--- config.mk ---
export PLATFORM = sky130hd
export DESIGN_NAME = fp_minmax_tracker
export DESIGN_NICKNAME = d
export VERILOG_FILES = /design/src/rtl/fp_minmax_tracker_pkg.sv /design/src/rtl/fp_minmax_tracker_compare.sv /design/src/rtl/fp_minmax_tracker.sv
export SDC_FILE = /design/constraint.sdc
export NUM_CORES = 1
export LEC_CHECK = 0
export ABC_AREA = 0
export BUFFER_PORTS_ARGS = -buffer_cell sky130_fd_sc_hd__buf_2
export CORE_ASPECT_RATIO = 0.75
export CORE_MARGIN = 2
export CORE_UTILIZATION = 41
export CTS_CLUSTER_SIZE = 40
export DETAILED_ROUTE_END_ITERATION = 12
export HOLD_SLACK_MARGIN = 0.12
export MAX_ROUTING_LAYER = met4
export SLEW_MARGIN = 0
export SYNTH_ARGS = -nofsm -noshare
export SYNTH_HDL_FRONTEND = slang
export SYNTH_SLANG_ARGS = --single-unit
--- constraint.sdc ---
create_clock -name clk -period 5.2 [get_ports clk]
set_clock_uncertainty 0.15 [all_clocks]
set_input_delay 0.78 -clock clk [delete_from_list [all_inputs] [get_ports clk]]
set_output_delay 0.78 -clock clk [all_outputs]
set_load 0.02 [all_outputs]
--- src/rtl/fp_minmax_tracker_pkg.sv ---
// Shared constants, state encodings and float helpers for the min/max tracker.
package fp_minmax_tracker_pkg;

    localparam logic [31:0] FP_QNAN    = 32'h7FC0_0000;
    localparam logic [7:0]  FP_EXP_MAX = 8'hFF;

    localparam logic [1:0] ST_IDLE  = 2'd0;
    localparam logic [1:0] ST_ACCUM = 2'd1;
    localparam logic [1:0] ST_DONE  = 2'd2;

    function automatic logic is_nan(input logic [31:0] f);
        return (f[30:23] == FP_EXP_MAX) && (f[22:0] != 23'd0);
    endfunction

endpackage

--- src/rtl/fp_minmax_tracker_compare.sv ---
// Combinational single-precision ordering a >= b (sign, exponent, mantissa; +0 > -0).
// Operands are expected to be non-NaN; raw bit patterns are compared, so denormals are not flushed.
module fp_minmax_tracker_compare (
    input  logic [31:0] a_i,
    input  logic [31:0] b_i,
    output logic        a_ge_b_o
);

    logic mag_ge;
    logic mag_le;

    assign mag_ge = (a_i[30:0] >= b_i[30:0]);
    assign mag_le = (a_i[30:0] <= b_i[30:0]);

    // Differing signs: the positive operand wins, which also ranks +0 above -0.
    always_comb begin
        if (a_i[31] != b_i[31]) begin
            a_ge_b_o = ~a_i[31];
        end else if (a_i[31]) begin
            a_ge_b_o = mag_le;
        end else begin
            a_ge_b_o = mag_ge;
        end
    end

endmodule

--- src/rtl/fp_minmax_tracker.sv ---
// Streaming float min/max tracker: accumulates a framed valid/ready stream and
// presents one registered result per frame until the consumer accepts it.
module fp_minmax_tracker
    import fp_minmax_tracker_pkg::*;
#(
    parameter int IDX_W = 16
) (
    input  logic             clk,
    input  logic             rst,
    input  logic             in_valid,
    output logic             in_ready,
    input  logic [31:0]      in_data,
    input  logic             in_last,
    output logic             out_valid,
    input  logic             out_ready,
    output logic [31:0]      out_min,
    output logic [31:0]      out_max,
    output logic [IDX_W-1:0] out_min_idx,
    output logic [IDX_W-1:0] out_max_idx,
    output logic [IDX_W:0]   out_count,
    output logic             out_nan,
    output logic             out_empty,
    output logic             out_ovf
);

    localparam logic [IDX_W:0] CNT_ONE = {{IDX_W{1'b0}}, 1'b1};

    logic [1:0]       state_q,   state_d;
    logic [31:0]      min_q,     min_d;
    logic [31:0]      max_q,     max_d;
    logic [IDX_W-1:0] min_idx_q, min_idx_d;
    logic [IDX_W-1:0] max_idx_q, max_idx_d;
    logic [IDX_W:0]   count_q,   count_d;
    logic             nan_q,     nan_d;
    logic             have_q,    have_d;
    logic             empty_q,   empty_d;
    logic             ovf_q,     ovf_d;

    logic             accept;
    logic             x_nan;
    logic             max_ge_x;
    logic             x_ge_min;
    logic [IDX_W-1:0] beat_idx;

    assign in_ready = (state_q != ST_DONE);
    assign accept   = in_valid && in_ready;
    assign x_nan    = is_nan(in_data);

    // Once the count has saturated, any further updating beat reports an all-ones index.
    assign beat_idx = count_q[IDX_W] ? {IDX_W{1'b1}} : count_q[IDX_W-1:0];

    fp_minmax_tracker_compare u_max_cmp (
        .a_i      (max_q),
        .b_i      (in_data),
        .a_ge_b_o (max_ge_x)
    );

    fp_minmax_tracker_compare u_min_cmp (
        .a_i      (in_data),
        .b_i      (min_q),
        .a_ge_b_o (x_ge_min)
    );

    // NOTE: every _d gets its hold value first, so no path through the case leaves a latch.
    always_comb begin
        state_d   = state_q;
        min_d     = min_q;
        max_d     = max_q;
        min_idx_d = min_idx_q;
        max_idx_d = max_idx_q;
        count_d   = count_q;
        nan_d     = nan_q;
        have_d    = have_q;
        empty_d   = empty_q;
        ovf_d     = ovf_q;

        case (state_q)
            ST_IDLE, ST_ACCUM: begin
                if (accept) begin
                    if (count_q[IDX_W]) ovf_d = 1'b1;
                    else                count_d = count_q + CNT_ONE;

                    if (x_nan) begin
                        nan_d = 1'b1;
                    end else if (!have_q) begin
                        min_d     = in_data;
                        max_d     = in_data;
                        min_idx_d = beat_idx;
                        max_idx_d = beat_idx;
                    end else begin
                        // Strict improvement only, so ties keep the earlier index.
                        if (!max_ge_x) begin
                            max_d     = in_data;
                            max_idx_d = beat_idx;
                        end
                        if (!x_ge_min) begin
                            min_d     = in_data;
                            min_idx_d = beat_idx;
                        end
                    end
                    have_d = have_q || !x_nan;

                    if (in_last) begin
                        state_d = ST_DONE;
                        empty_d = !have_d;
                        if (!have_d) begin
                            min_d     = FP_QNAN;
                            max_d     = FP_QNAN;
                            min_idx_d = '0;
                            max_idx_d = '0;
                        end
                    end else begin
                        state_d = ST_ACCUM;
                    end
                end
            end
            ST_DONE: begin
                if (out_ready) begin
                    state_d   = ST_IDLE;
                    min_d     = '0;
                    max_d     = '0;
                    min_idx_d = '0;
                    max_idx_d = '0;
                    count_d   = '0;
                    nan_d     = 1'b0;
                    have_d    = 1'b0;
                    empty_d   = 1'b0;
                    ovf_d     = 1'b0;
                end
            end
            default: state_d = ST_IDLE;
        endcase
    end

    // NOTE: state registers use non-blocking assignments so every flop samples pre-edge values.
    always_ff @(posedge clk or posedge rst) begin
        if (rst) begin
            state_q   <= ST_IDLE;
            min_q     <= '0;
            max_q     <= '0;
            min_idx_q <= '0;
            max_idx_q <= '0;
            count_q   <= '0;
            nan_q     <= 1'b0;
            have_q    <= 1'b0;
            empty_q   <= 1'b0;
            ovf_q     <= 1'b0;
        end else begin
            state_q   <= state_d;
            min_q     <= min_d;
            max_q     <= max_d;
            min_idx_q <= min_idx_d;
            max_idx_q <= max_idx_d;
            count_q   <= count_d;
            nan_q     <= nan_d;
            have_q    <= have_d;
            empty_q   <= empty_d;
            ovf_q     <= ovf_d;
        end
    end

    assign out_valid   = (state_q == ST_DONE);
    assign out_min     = min_q;
    assign out_max     = max_q;
    assign out_min_idx = min_idx_q;
    assign out_max_idx = max_idx_q;
    assign out_count   = count_q;
    assign out_nan     = nan_q;
    assign out_empty   = empty_q;
    assign out_ovf     = ovf_q;

endmodule
==> results of run 1 <==
## worst paths after layout
check / startpoint / endpoint / slack [ns] / cells past startpoint
worst max-delay path: in_data[26] / out_min[6] / 1.74 / 10
worst min-delay path: rst / out_min[23] / 0.20 / 2
worst max register to register: out_min[26] / out_min[6] / 1.82 / 10
worst min register to register: out_min_idx[12] / out_min_idx[12] / 0.34 / 1
max in group asynchronous: rst / out_max[7] / 3.63 / 3
min in group clk: out_min_idx[12] / out_min_idx[12] / 0.34 / 1
## cell type report
type | count | area, sq um
well taps | 210 | 262.8
clock inverters | 9 | 100.1
inverters | 70 | 265.3
repair buffers | 161 | 835.8
fillers | 1458 | 7761
clock buffers | 23 | 467.9
flip-flops and latches | 119 | 2978
multi-input cells | 420 | 3194
## metrics by stage
stage | worst slack (ns) | util [%]
3_3_place_gp | 1.460 | 47.50
2_1_floorplan | 1.113 | -
4_1_cts | 1.832 | 51.08
5_1_grt | 1.554 | 51.08
6_report | 1.740 | 51.08
3_5_place_dp | 1.404 | 47.50
## cell families (layout without fill, tap and decap cells)
family                     Yosys count  after routing  share of synthesized area, %
AOI/OAI and AO/OA                  177            177                         21.43
and+or+nand+nor                    164            164                         12.74
DFF                                119            119                         45.13
buffers and inverters               98            263                         6.466
adders and majority gates           65             65                         12.32
xor gates and xnor gates            12             12                         1.593
muxes                                2              2                        0.3223
## cells in the final DEF (no fill, tap or decap), types with 5 or more instances in the layout
cell type | Yosys | layout
dfrtp_1 | 119 | 119
a21oi_1 | 31 | 31
nand2_1 | 23 | 23
inv_1 | 70 | 69
nor4_1 | 9 | 9
clkinv_2 | 0 | 5
nor2_1 | 53 | 53
nand3_1 | 22 | 22
o21ai_0 | 15 | 15
a22o_1 | 24 | 24
o2bb2ai_1 | 16 | 16
buf_4 | 3 | 6
ha_1 | 65 | 65
nand4_1 | 20 | 20
xor2_1 | 9 | 9
a32o_1 | 21 | 21
buf_2 | 8 | 154
o221a_2 | 13 | 13
o22ai_1 | 16 | 16
clkbuf_16 | 0 | 17
o221a_1 | 5 | 5
## power groups by stage
stage	combinational, mW	sequential (mW)	clock (mW)
global route	1.99	1.49	1.21
finish	1.81	1.45	1.15
CTS	1.82	1.45	1.17
global placement	1.75	1.45	0
detailed placement	1.81	1.46	0
floorplan	0.913	1.74	0
## flip-flops by register name, indices dropped and copies added (netlist names)
name and cells:
have_q 1, out_count 17, out_empty 1, out_max 32, out_max_idx 16, out_min 32
out_min_idx 16, out_nan 1, out_ovf 1, state_q 2
## metal layers
layer  track usage, %  vias to the layer above  part of all wire, %
met5                -                        -                    0
met4            8.491                        0                  1.6
met3            4.560                       23                  4.9
met2            34.06                      149                   44
met1            34.91                     2833                   49
li1                 -                     2686                    -
==> summary.txt, run 1 <==
Run status
  – Status: completed

Routing
  – Antenna Nets Post-Route: 0
  – WL per Instance: 19.09 um
  – Vias: 5,691
  – Via density: 5.624
  – 1st-iter DRT viols: 450
  – TritonRoute pass-1 iters: 5
  – Final wirelength: 19,320 um
  – DRC: 0

Setup path
  – CP Capture Type: flop
  – Setup crit start kind: input port
  – CP peak stage delay: 0.64 ns
  – Crit path kind: input port to flop
  – CP max-delay cell: nor4_1
  – Worst Path Arrival: 3.66 ns
  – CP required: 5.40 ns
  – Crit-path cells: buf_2 -> ha_1 -> nand4_1 -> nor4_1 -> and2_1 -> nand2b_1 -> o31a_1 -> o21a_1 -> buf_12 -> a22o_1
  – Delay-heaviest family, CP: simple AND/OR/NAND/NOR gates
  – Worst Path Buf+Inv: 2
  – Worst-path fanout max: 25

Placed design
  – Placed cell area: 7536 sq um
  – Placed instance count: 980
  – IO buf count: 154
  – HPWL after DPL: 14,020 um
  – GPL Wtd Cong: 0.9002

Final layout
  – Final cell area excluding filler cells: 8104 sq um
  – Antenna Cells: 0
  – Final std cells w/o fill: 1,012
  – Final net count: 891
  – Area delta synth->final: 22.81%
  – Share of layout cells above drive strength 1: 27.31%

Logic synthesis
  – Synth cell count leaders: dfrtp_1 (119), inv_1 (70), ha_1 (65)
  – Mean post-synth cell area: 10.36 sq um
  – Top-count cell post-synth: dfrtp_1
  – Synth Instances: 637
  – Post-synthesis cell type count: 66
  – Post-Syn Area: 6599 sq um
  – Post-synth EDFFs: 0
  – Cell taking the most area after synthesis: dfrtp_1
  – Asr flop ratio synth: 100.0%
  – Warnings from Yosys: 0
  – Synth top area share: 45.13%
  – Seq cells post-synth: 119
  – Net count after synthesis: 739
  – Area contributors post-synth: dfrtp_1 (45%), ha_1 (12%), inv_1 (4.0%)
  – Sequential area share after synthesis: 45.13%
  – Dominant synthesized flop cell: dfrtp_1

GRT
  – Largest net degree at the start of global routing: 55
  – Total GRT Usage: 24.23%
  – Grt ovf: 0
  – Initial antenna violation count: 0
  – Number of global-route vias before repair: 5,692
  – First-pass GRT wire length: 30,950 um

Clocking
  – Number of gates resized after cts: 0
  – Clock sinks: 119
  – Clock insertion delay at the later pin of the skew report: 0.43 ns
  – H-Tree Depth: 4
  – Clock Pin Slew Worst Setup and Hold Paths: 0.06 ns
  – Max clock buf depth: 2
  – TritonCTS Buffers: 17
  – Clock Tree Root: clkbuf_16
  – Hold Buf Count CTS: 0
  – Setup bufs post-CTS: 0
  – TritonCTS clock tree: done

Pwr
  – Leakage: 4.068 nW
  – Reg power frac: 32.9%
  – Pwr dens: 544.2 nW/um^2
  – Tot Pwr: 4.410 mW
  – Clock power share: 26.2%
  – Combinational share of power: 41.0%
  – Sw Share: 40.33%
  – Maximum vdd ir drop: 0.0002915 V
  – P_sw: 1.779 mW
  – Internal: 2.632 mW

Die
  – Initial core utilization: 41.59%
  – Die width: 150.5 um
  – Ports: 155
  – Total Die Area: 17,140 sq um
  – Row Count: 40
  – Area of the core: 15,870 sq um
  – Die Height: 113.9 um

Timing
  – Max-slew violations: 0
  – Setup TNS Final: 0 ns
  – Tightest Pin Transition: 0.9073 ns
  – Fmax: 289.0 MHz
  – Crit path time final: 3.460 ns
  – Final setup fails: 0
  – Hold WS: 0.2008 ns
  – Fin. Hold Viols: 0
  – RSZ-0062 raised after global routing: false
  – Final period util: 66.53%
  – Slew margin rel.: 39.51%

Min path
  – Hold WC Path Type: input port to asynchronous set/reset pin

Job
  – Max-Cap Viols: 0
Power figures use the tool's default switching activity.
==> inputs of run 2 (changes only) <==
==> constraint.sdc (replaced) <==
create_clock -name clk -period 3.3 [get_ports clk]
set_clock_uncertainty 0.15 [all_clocks]
set_input_delay 0.495 -clock clk [delete_from_list [all_inputs] [get_ports clk]]
set_output_delay 0.495 -clock clk [all_outputs]
set_load 0.02 [all_outputs]
==> summary.txt, run 2 (synthesis gave the netlist of run 1 again) <==
Run status
  – Status: completed (unchanged)

Routing
  – Final wirelength: 19,570 um (was 19,320 um)
  – Vias: 5,771 (was 5,691)
  – Antenna Nets Post-Route: 0 (unchanged)
  – DRC: 0 (unchanged)
  – TritonRoute pass-1 iters: 5 (unchanged)
  – Via density: 5.619 (was 5.624)
  – 1st-iter DRT viols: 288 (was 450)
  – WL per Instance: 19.06 um (was 19.09 um)

Pwr
  – Tot Pwr: 6.981 mW (was 4.410 mW)
  – Leakage: 4.154 nW (was 4.068 nW)
  – Maximum vdd ir drop: 0.0004079 V (was 0.0002915 V)
  – Clock power share: 25.0% (was 26.2%)
  – Internal: 4.151 mW (was 2.632 mW)
  – Pwr dens: 846.3 nW/um^2 (was 544.2 nW/um^2)
  – Reg power frac: 32.9% (about the same)
  – Sw Share: 40.54% (was 40.33%)
  – P_sw: 2.830 mW (was 1.779 mW)
  – Combinational share of power: 42.2% (was 41.0%)

Timing
  – Slew margin rel.: 49.34% (was 39.51%)
  – Fmax: 335.1 MHz
  – Final setup fails: 0 (unchanged)
  – Tightest Pin Transition: 0.7582 ns (was 0.9073 ns)
  – Setup TNS Final: 0 ns (unchanged)
  – Final period util: 90.42%
  – Crit path time final: 2.984 ns
  – Max-slew violations: 0 (unchanged)
  – Fin. Hold Viols: 0 (unchanged)
  – RSZ-0062 raised after global routing: false (unchanged)

Final layout
  – Reg area: 2978 sq um (unchanged)
  – Area delta synth->final: 24.99% (was 22.81%)
  – Final net count: 907 (was 891)
  – Fillers: 1,455 (was 1,458)
  – Multi-input gate area: 3194 sq um (unchanged)
  – Commonest non-fill, non-tap cells in the layout: buf_2 (154), dfrtp_1 (119), inv_1 (69), ha_1 (65), nor2_1 (53) (unchanged)
  – Antenna Cells: 0 (unchanged)
  – Commonest non-fill, non-tap cell in the layout: buf_2 (unchanged)
  – Final cell area excluding filler cells: 8248 sq um (was 8104 sq um)
  – Final core utilization: 51.99% (was 51.08%)
  – Final std cells w/o fill: 1,027 (was 1,012)
  – Share of layout cells above drive strength 1: 28.76% (was 27.31%)

Placed design
  – HPWL after DPL: 14,440 um (was 14,020 um)
  – Placed cell area: 7687 sq um (was 7536 sq um)
  – Placed instance count: 995 (was 980)
  – GPL Wtd Cong: 0.8672 (was 0.9002)
  – IO buf count: 154 (unchanged)

Setup path
  – CP peak stage delay: 0.49 ns (was 0.64 ns)
  – CP required: 3.49 ns (was 5.40 ns)
  – Worst Path Arrival: 3.17 ns (was 3.66 ns)
  – Setup crit start kind: flop (was input port)
  – CP max-delay cell: or4_1 (was nor4_1)
  – CP Capture Type: flop (unchanged)
  – Crit path kind: flop to flop (was input port to flop)
  – Crit-path cells: inv_1 -> ha_1 -> a21oi_1 -> o21ai_0 -> a221o_1 -> or4_1 -> o2111ai_2 -> nand2_2 -> buf_4 -> o2bb2ai_1 (was buf_2 -> ha_1 -> nand4_1 -> nor4_1 -> and2_1 -> nand2b_1 -> o31a_1 -> o21a_1 -> buf_12 -> a22o_1)
  – Worst-path fanout max: 14 (was 25)

Min path
  – Hold WC Path Type: input port to flop (was input port to asynchronous set/reset pin)

GRT
  – Initial antenna violation count: 0 (unchanged)
  – Largest net degree at the start of global routing: 61 (was 55)
  – Total GRT Usage: 24.21% (was 24.23%)
  – First-pass GRT wire length: 31,000 um (was 30,950 um)
  – Grt ovf: 0 (unchanged)
  – Number of global-route vias before repair: 5,767 (was 5,692)

Die
  – Die Height: 113.9 um (unchanged)
  – Ports: 155 (unchanged)
  – Die width: 150.5 um (unchanged)
  – Initial core utilization: 41.59% (unchanged)
  – Area of the core: 15,870 sq um (unchanged)
  – Row Count: 40 (unchanged)
  – Total Die Area: 17,140 sq um (unchanged)

Clocking
  – Clock Tree Root: clkbuf_16 (unchanged)
  – TritonCTS clock tree: done (unchanged)
  – Max clock buf depth: 2 (unchanged)
  – H-Tree Depth: 4 (unchanged)
  – Clock insertion delay at the later pin of the skew report: 0.42 ns (was 0.43 ns)
  – Clock sinks: 119 (unchanged)
  – Number of gates resized after cts: 0 (unchanged)
  – Setup bufs post-CTS: 0 (unchanged)
  – TritonCTS Buffers: 17 (unchanged)
  – Clock Pin Slew Worst Setup and Hold Paths: 0.05 ns (was 0.06 ns)

Job
  – Max-Cap Viols: 0 (unchanged)
-- run 2: cell types whose count changed in the layout (fill, tap and decap cells not counted), sizes merged --
cell / previous run / this run
bufinv: 2 / 1
inv: 70 / 69
dlygate4sd3: 0 / 1
buf: 161 / 176
clkinv: 5 / 7
clkbuf: 23 / 22
-- run 2: critical path: cells and delay by family (launching register included) --
kind            cells  cell delay (ns)
compound gates      5             1.02
fa+ha+maj           1             0.30
buf+inv             2             0.32
flops               1             0.37
simple gates        2             0.72
-- run 2: path summary, 6_finish.rpt --
check,end,startpoint,cells after the start,slack [ns]
min reg2reg,out_min_idx[7],out_min_idx[7],1,0.33
min in group asynchronous,out_max_idx[11],rst,3,0.60
max,out_min_idx[2],out_min[18],10,0.32
max reg2reg,out_min_idx[2],out_min[18],10,0.32
max in group asynchronous,out_max_idx[1],rst,4,1.57
min,state_q[1],out_ready,2,0.15
-- run 2: power groups by stage --
stage / Combinational, mW / Sequential [mW] / Clock, mW
global placement: 2.84 / 2.29 / 0
finish: 2.94 / 2.29 / 1.74
global route: 3.22 / 2.36 / 1.84
floorplan: 1.44 / 2.75 / 0
CTS: 2.95 / 2.30 / 1.76
detailed placement: 2.93 / 2.31 / 0
-- run 2: timing repair --
action / CTS / global route
hold endpoints to repair: 31 / 0
setup endpoints to repair: 0 / 0
hold buffers: 1 / 0
-- run 2: area by class of cell --
class                           instances  area share [%]
Clock buffer                           22           5.749
Sequential cell                       119           36.10
Multi-Input combinational cell        420           38.73
Timing Repair Buffer                  177           12.08
Inverter                               70           3.231
Tap cell                              210           3.186
Clock inverter                          9          0.9254
-- run 2: through the flow --
stage / hold WS (ns) / setup slack [ns]
CTS: 0.1347 / 0.3024
detailed placement: 0.3223 / 0.08584
floorplan: 0.3278 / 0.5086
global placement: 0.3232 / 0.1354
global route: 0.1554 / 0.09572
finish: 0.1506 / 0.3162
-- run 2: layer usage --
layer  wire (um)  vias to the layer above  share of wire [%]  GRT usage, %
met4         210                        0                1.1         6.289
met5           0                        -                  0             -
li1            -                     2715                  -             -
met3        1040                       19                5.3         4.760
met1        9587                     2864                 49         34.35
met2        8735                      173                 45         35.55
==> inputs of run 3 (changes only) <==
--- a/config.mk
+++ b/config.mk
@@ -5,7 +5,7 @@
 export SDC_FILE = /design/constraint.sdc
 export NUM_CORES = 1
 export LEC_CHECK = 0
-export ABC_AREA = 0
+export ABC_AREA = 1
 export BUFFER_PORTS_ARGS = -buffer_cell sky130_fd_sc_hd__buf_2
 export CORE_ASPECT_RATIO = 0.75
 export CORE_MARGIN = 2
==> summary.txt, run 3 <==
Logic synthesis
  – Mean post-synth cell area: 7.195 sq um (was 10.36 sq um)
  – Post-synthesis cell type count: 37 (was 66)
  – Synth top area share: 36.63% (was 45.13%)
  – Top-count cell post-synth: nand2_1 (was dfrtp_1)
  – Seq cells post-synth: 119 (unchanged)
  – Sequential area share after synthesis: 36.63% (was 45.13%)
  – Dominant synthesized flop cell: dfrtp_1 (unchanged)
  – Area contributors post-synth: dfrtp_1 (37%), nand2_1 (14%), nand3_1 (11%) (was dfrtp_1 (45%), ha_1 (12%), inv_1 (4.0%))
  – Asr flop ratio synth: 100.0% (unchanged)
  – Net count after synthesis: 1,232 (was 739)
  – Cell taking the most area after synthesis: dfrtp_1 (unchanged)
  – Post-synth EDFFs: 0 (unchanged)
  – Synth cell count leaders: nand2_1 (304), nand3_1 (174), inv_1 (134) (was dfrtp_1 (119), inv_1 (70), ha_1 (65))
  – Post-Syn Area: 8130 sq um (was 6599 sq um)
  – Synth Instances: 1,130 (was 637)
  – Warnings from Yosys: 0 (unchanged)

Pwr
  – Sw Share: 46.04% (was 40.54%)
  – Reg power frac: 28.2% (was 32.9%)
  – Combinational share of power: 49.2% (was 42.2%)
  – Pwr dens: 921.8 nW/um^2 (was 846.3 nW/um^2)
  – Leakage: 5.278 nW (was 4.154 nW)
  – Internal: 4.851 mW (was 4.151 mW)
  – Clock power share: 22.6% (was 25.0%)
  – Maximum vdd ir drop: 0.0003805 V (was 0.0004079 V)
  – P_sw: 4.139 mW (was 2.830 mW)

Setup path
  – CP required: 3.46 ns (was 3.49 ns)
  – Delay-heaviest family, CP: simple AND/OR/NAND/NOR gates (was compound AO/OA/AOI/OAI gates)
  – CP Capture Type: flop (unchanged)
  – Worst Path Buf+Inv: 3 (was 2)
  – Crit path kind: flop to flop (unchanged)
  – Setup crit start kind: flop (unchanged)
  – Worst-path fanout max: 15 (was 14)
  – CP max-delay cell: dfrtp_1 (was or4_1)
  – Crit-path cells: inv_1 -> ha_1 -> nand2_1 -> nor2_1 -> nand4_1 -> buf_4 -> nor3_2 -> nand2_1 -> nand2_1 -> nand2_1 -> nand2_1 -> nand2_1 -> nand2_4 -> nand2_2 -> buf_4 -> nand2_1 -> nand3_1 -> nand2_1 -> nand2_1 (was inv_1 -> ha_1 -> a21oi_1 -> o21ai_0 -> a221o_1 -> or4_1 -> o2111ai_2 -> nand2_2 -> buf_4 -> o2bb2ai_1)
  – CP peak stage delay: 0.39 ns (was 0.49 ns)
  – Worst Path Arrival: 3.19 ns (was 3.17 ns)
  – Most frequent CP cell: nand2_1

Clocking
  – TritonCTS clock tree: done (unchanged)
  – H-Tree Depth: 4 (unchanged)
  – TritonCTS Buffers: 17 (unchanged)
  – Clock sinks: 119 (unchanged)
  – Clock Pin Slew Worst Setup and Hold Paths: 0.06 ns (was 0.05 ns)
  – Clock Tree Root: clkbuf_16 (unchanged)
  – Max clock buf depth: 2 (unchanged)
  – Clock insertion delay at the later pin of the skew report: 0.42 ns (about the same)
  – Number of gates resized after cts: 0 (unchanged)

Final layout
  – Final std cells w/o fill: 1,529 (was 1,027)
  – Share of layout cells above drive strength 1: 18.89% (was 28.76%)
  – Fillers: 1,939 (was 1,455)
  – Final net count: 1,365 (was 907)
  – Commonest non-fill, non-tap cells in the layout: nand2_1 (304), nand3_1 (174), buf_2 (154), inv_1 (133), dfrtp_1 (119) (was buf_2 (154), dfrtp_1 (119), inv_1 (69), ha_1 (65), nor2_1 (53))
  – Reg area: 2978 sq um (unchanged)
  – Commonest non-fill, non-tap cell in the layout: nand2_1 (was buf_2)
  – Multi-input gate area: 4244 sq um (was 3194 sq um)
  – Final cell area excluding filler cells: 9753 sq um (was 8248 sq um)
  – Antenna Cells: 0 (unchanged)
  – Area delta synth->final: 19.96% (was 24.99%)

Placed design
  – Placed instance count: 1,495 (was 995)
  – IO buf count: 154 (unchanged)
  – HPWL after DPL: 17,330 um (was 14,440 um)
  – GPL Wtd Cong: 0.8270 (was 0.8672)
  – Placed cell area: 9095 sq um (was 7687 sq um)

GRT
  – Grt ovf: 0 (unchanged)
  – Largest net degree at the start of global routing: 68 (was 61)
  – First-pass GRT wire length: 40,100 um (was 31,000 um)
  – Number of global-route vias before repair: 7,280 (was 5,767)
  – Initial antenna violation count: 0 (unchanged)
  – Total GRT Usage: 24.73% (was 24.21%)

Die
  – Area of the core: 19,380 sq um (was 15,870 sq um)
  – Die width: 166.6 um (was 150.5 um)
  – Row Count: 44 (was 40)
  – Total Die Area: 20,980 sq um (was 17,140 sq um)
  – Initial core utilization: 41.96% (was 41.59%)
  – Die Height: 126.0 um (was 113.9 um)
  – Ports: 155 (unchanged)

Routing
  – DRC: 0 (unchanged)
  – 1st-iter DRT viols: 747 (was 288)
  – Final wirelength: 24,420 um (was 19,570 um)
  – Vias: 7,818 (was 5,771)
  – WL per Instance: 15.97 um (was 19.06 um)
  – Via density: 5.113 (was 5.619)
  – TritonRoute pass-1 iters: 7 (was 5)
  – Antenna Nets Post-Route: 0 (unchanged)

Timing
  – Tightest Pin Transition: 0.6342 ns (was 0.7582 ns)
  – Crit path time final: 3.034 ns (was 2.984 ns)
  – Fmax: 329.6 MHz (was 335.1 MHz)
  – Max-slew violations: 0 (unchanged)
  – Slew margin rel.: 57.72% (was 49.34%)
  – Hold WS: 0.1587 ns (was 0.1506 ns)
  – Final setup fails: 0 (unchanged)
  – Fin. Hold Viols: 0 (unchanged)
  – Final period util: 91.95% (was 90.42%)

Min path
  – Hold WC Path Type: input port to flop (unchanged)

Job
  – Max-Cap Viols: 0 (unchanged)

Run status
  – Status: completed (unchanged)
run 3: worst paths after layout:
kind                             start     endpoint  slack [ns]  depth (start not counted)
max in group asynchronous          rst  out_min[28]        1.87                          4
min in group asynchronous          rst  out_min[17]        0.45                          3
setup / recovery           out_min[22]  out_min[26]        0.27                         19
hold reg to reg                out_ovf      out_ovf        0.35                          1
setup reg to reg           out_min[22]  out_min[26]        0.27                         19
hold / removal               out_ready   state_q[1]        0.16                          2
run 3: cell type report:
cell class	instances	share of cell area (%)
inverters	149	5.799
multi-input cells	804	43.52
clock buffers	20	4.785
repair buffers	172	10.34
flip-flops and latches	119	30.53
well taps	253	3.246
clock inverters	12	1.783
run 3: kinds of logic (layout without fill, tap and decap cells):
logic type	after synthesis	after routing	share of synthesized area [%]
AO/OA/AOI/OAI	162	162	10.39
XOR/XNOR	1	1	0.1077
adder cells (fa/ha/maj)	65	65	10.00
buffers and inverters	207	353	11.23
flip-flops	119	119	36.63
AND/OR/NAND/NOR	576	576	31.64
run 3: stage by stage:
step           setup WS [ns]  total power [mW]   TNS, ns  utilization [%]
2_1_floorplan          1.011             5.586         0                -
3_3_place_gp         0.07789             6.882         0            46.93
3_5_place_dp         0.04588             6.950         0            46.93
4_1_cts               0.2430             9.017         0            50.29
5_1_grt             -0.01754             9.744  -0.01754            50.33
6_report              0.2656             8.990         0            50.33
run 3: power groups by stage:
stage / clock (mW) / sequential [mW] / combinational [mW]
final: 2.03 / 2.54 / 4.42
after CTS: 2.06 / 2.53 / 4.42
after floorplan: 0 / 3.12 / 2.47
after global routing: 2.13 / 2.62 / 4.99
after detailed placement: 0 / 2.55 / 4.40
after global placement: 0 / 2.54 / 4.34
run 3: timing repair:
item                                   in CTS  in global routing
hold buffers                                1                  0
endpoints found under the hold margin      12                  0
setup endpoints to repair                   0                  9
setup buffers                               0                  1
run 3: routing by layer:
layer | up-vias | global-route usage (%) | routed length (um)
met5 | - | - | 0
met1 | 3577 | 38.64 | 12960
met3 | 21 | 4.840 | 1439
li1 | 3966 | - | -
met2 | 254 | 32.67 | 9785
met4 | 0 | 4.970 | 237
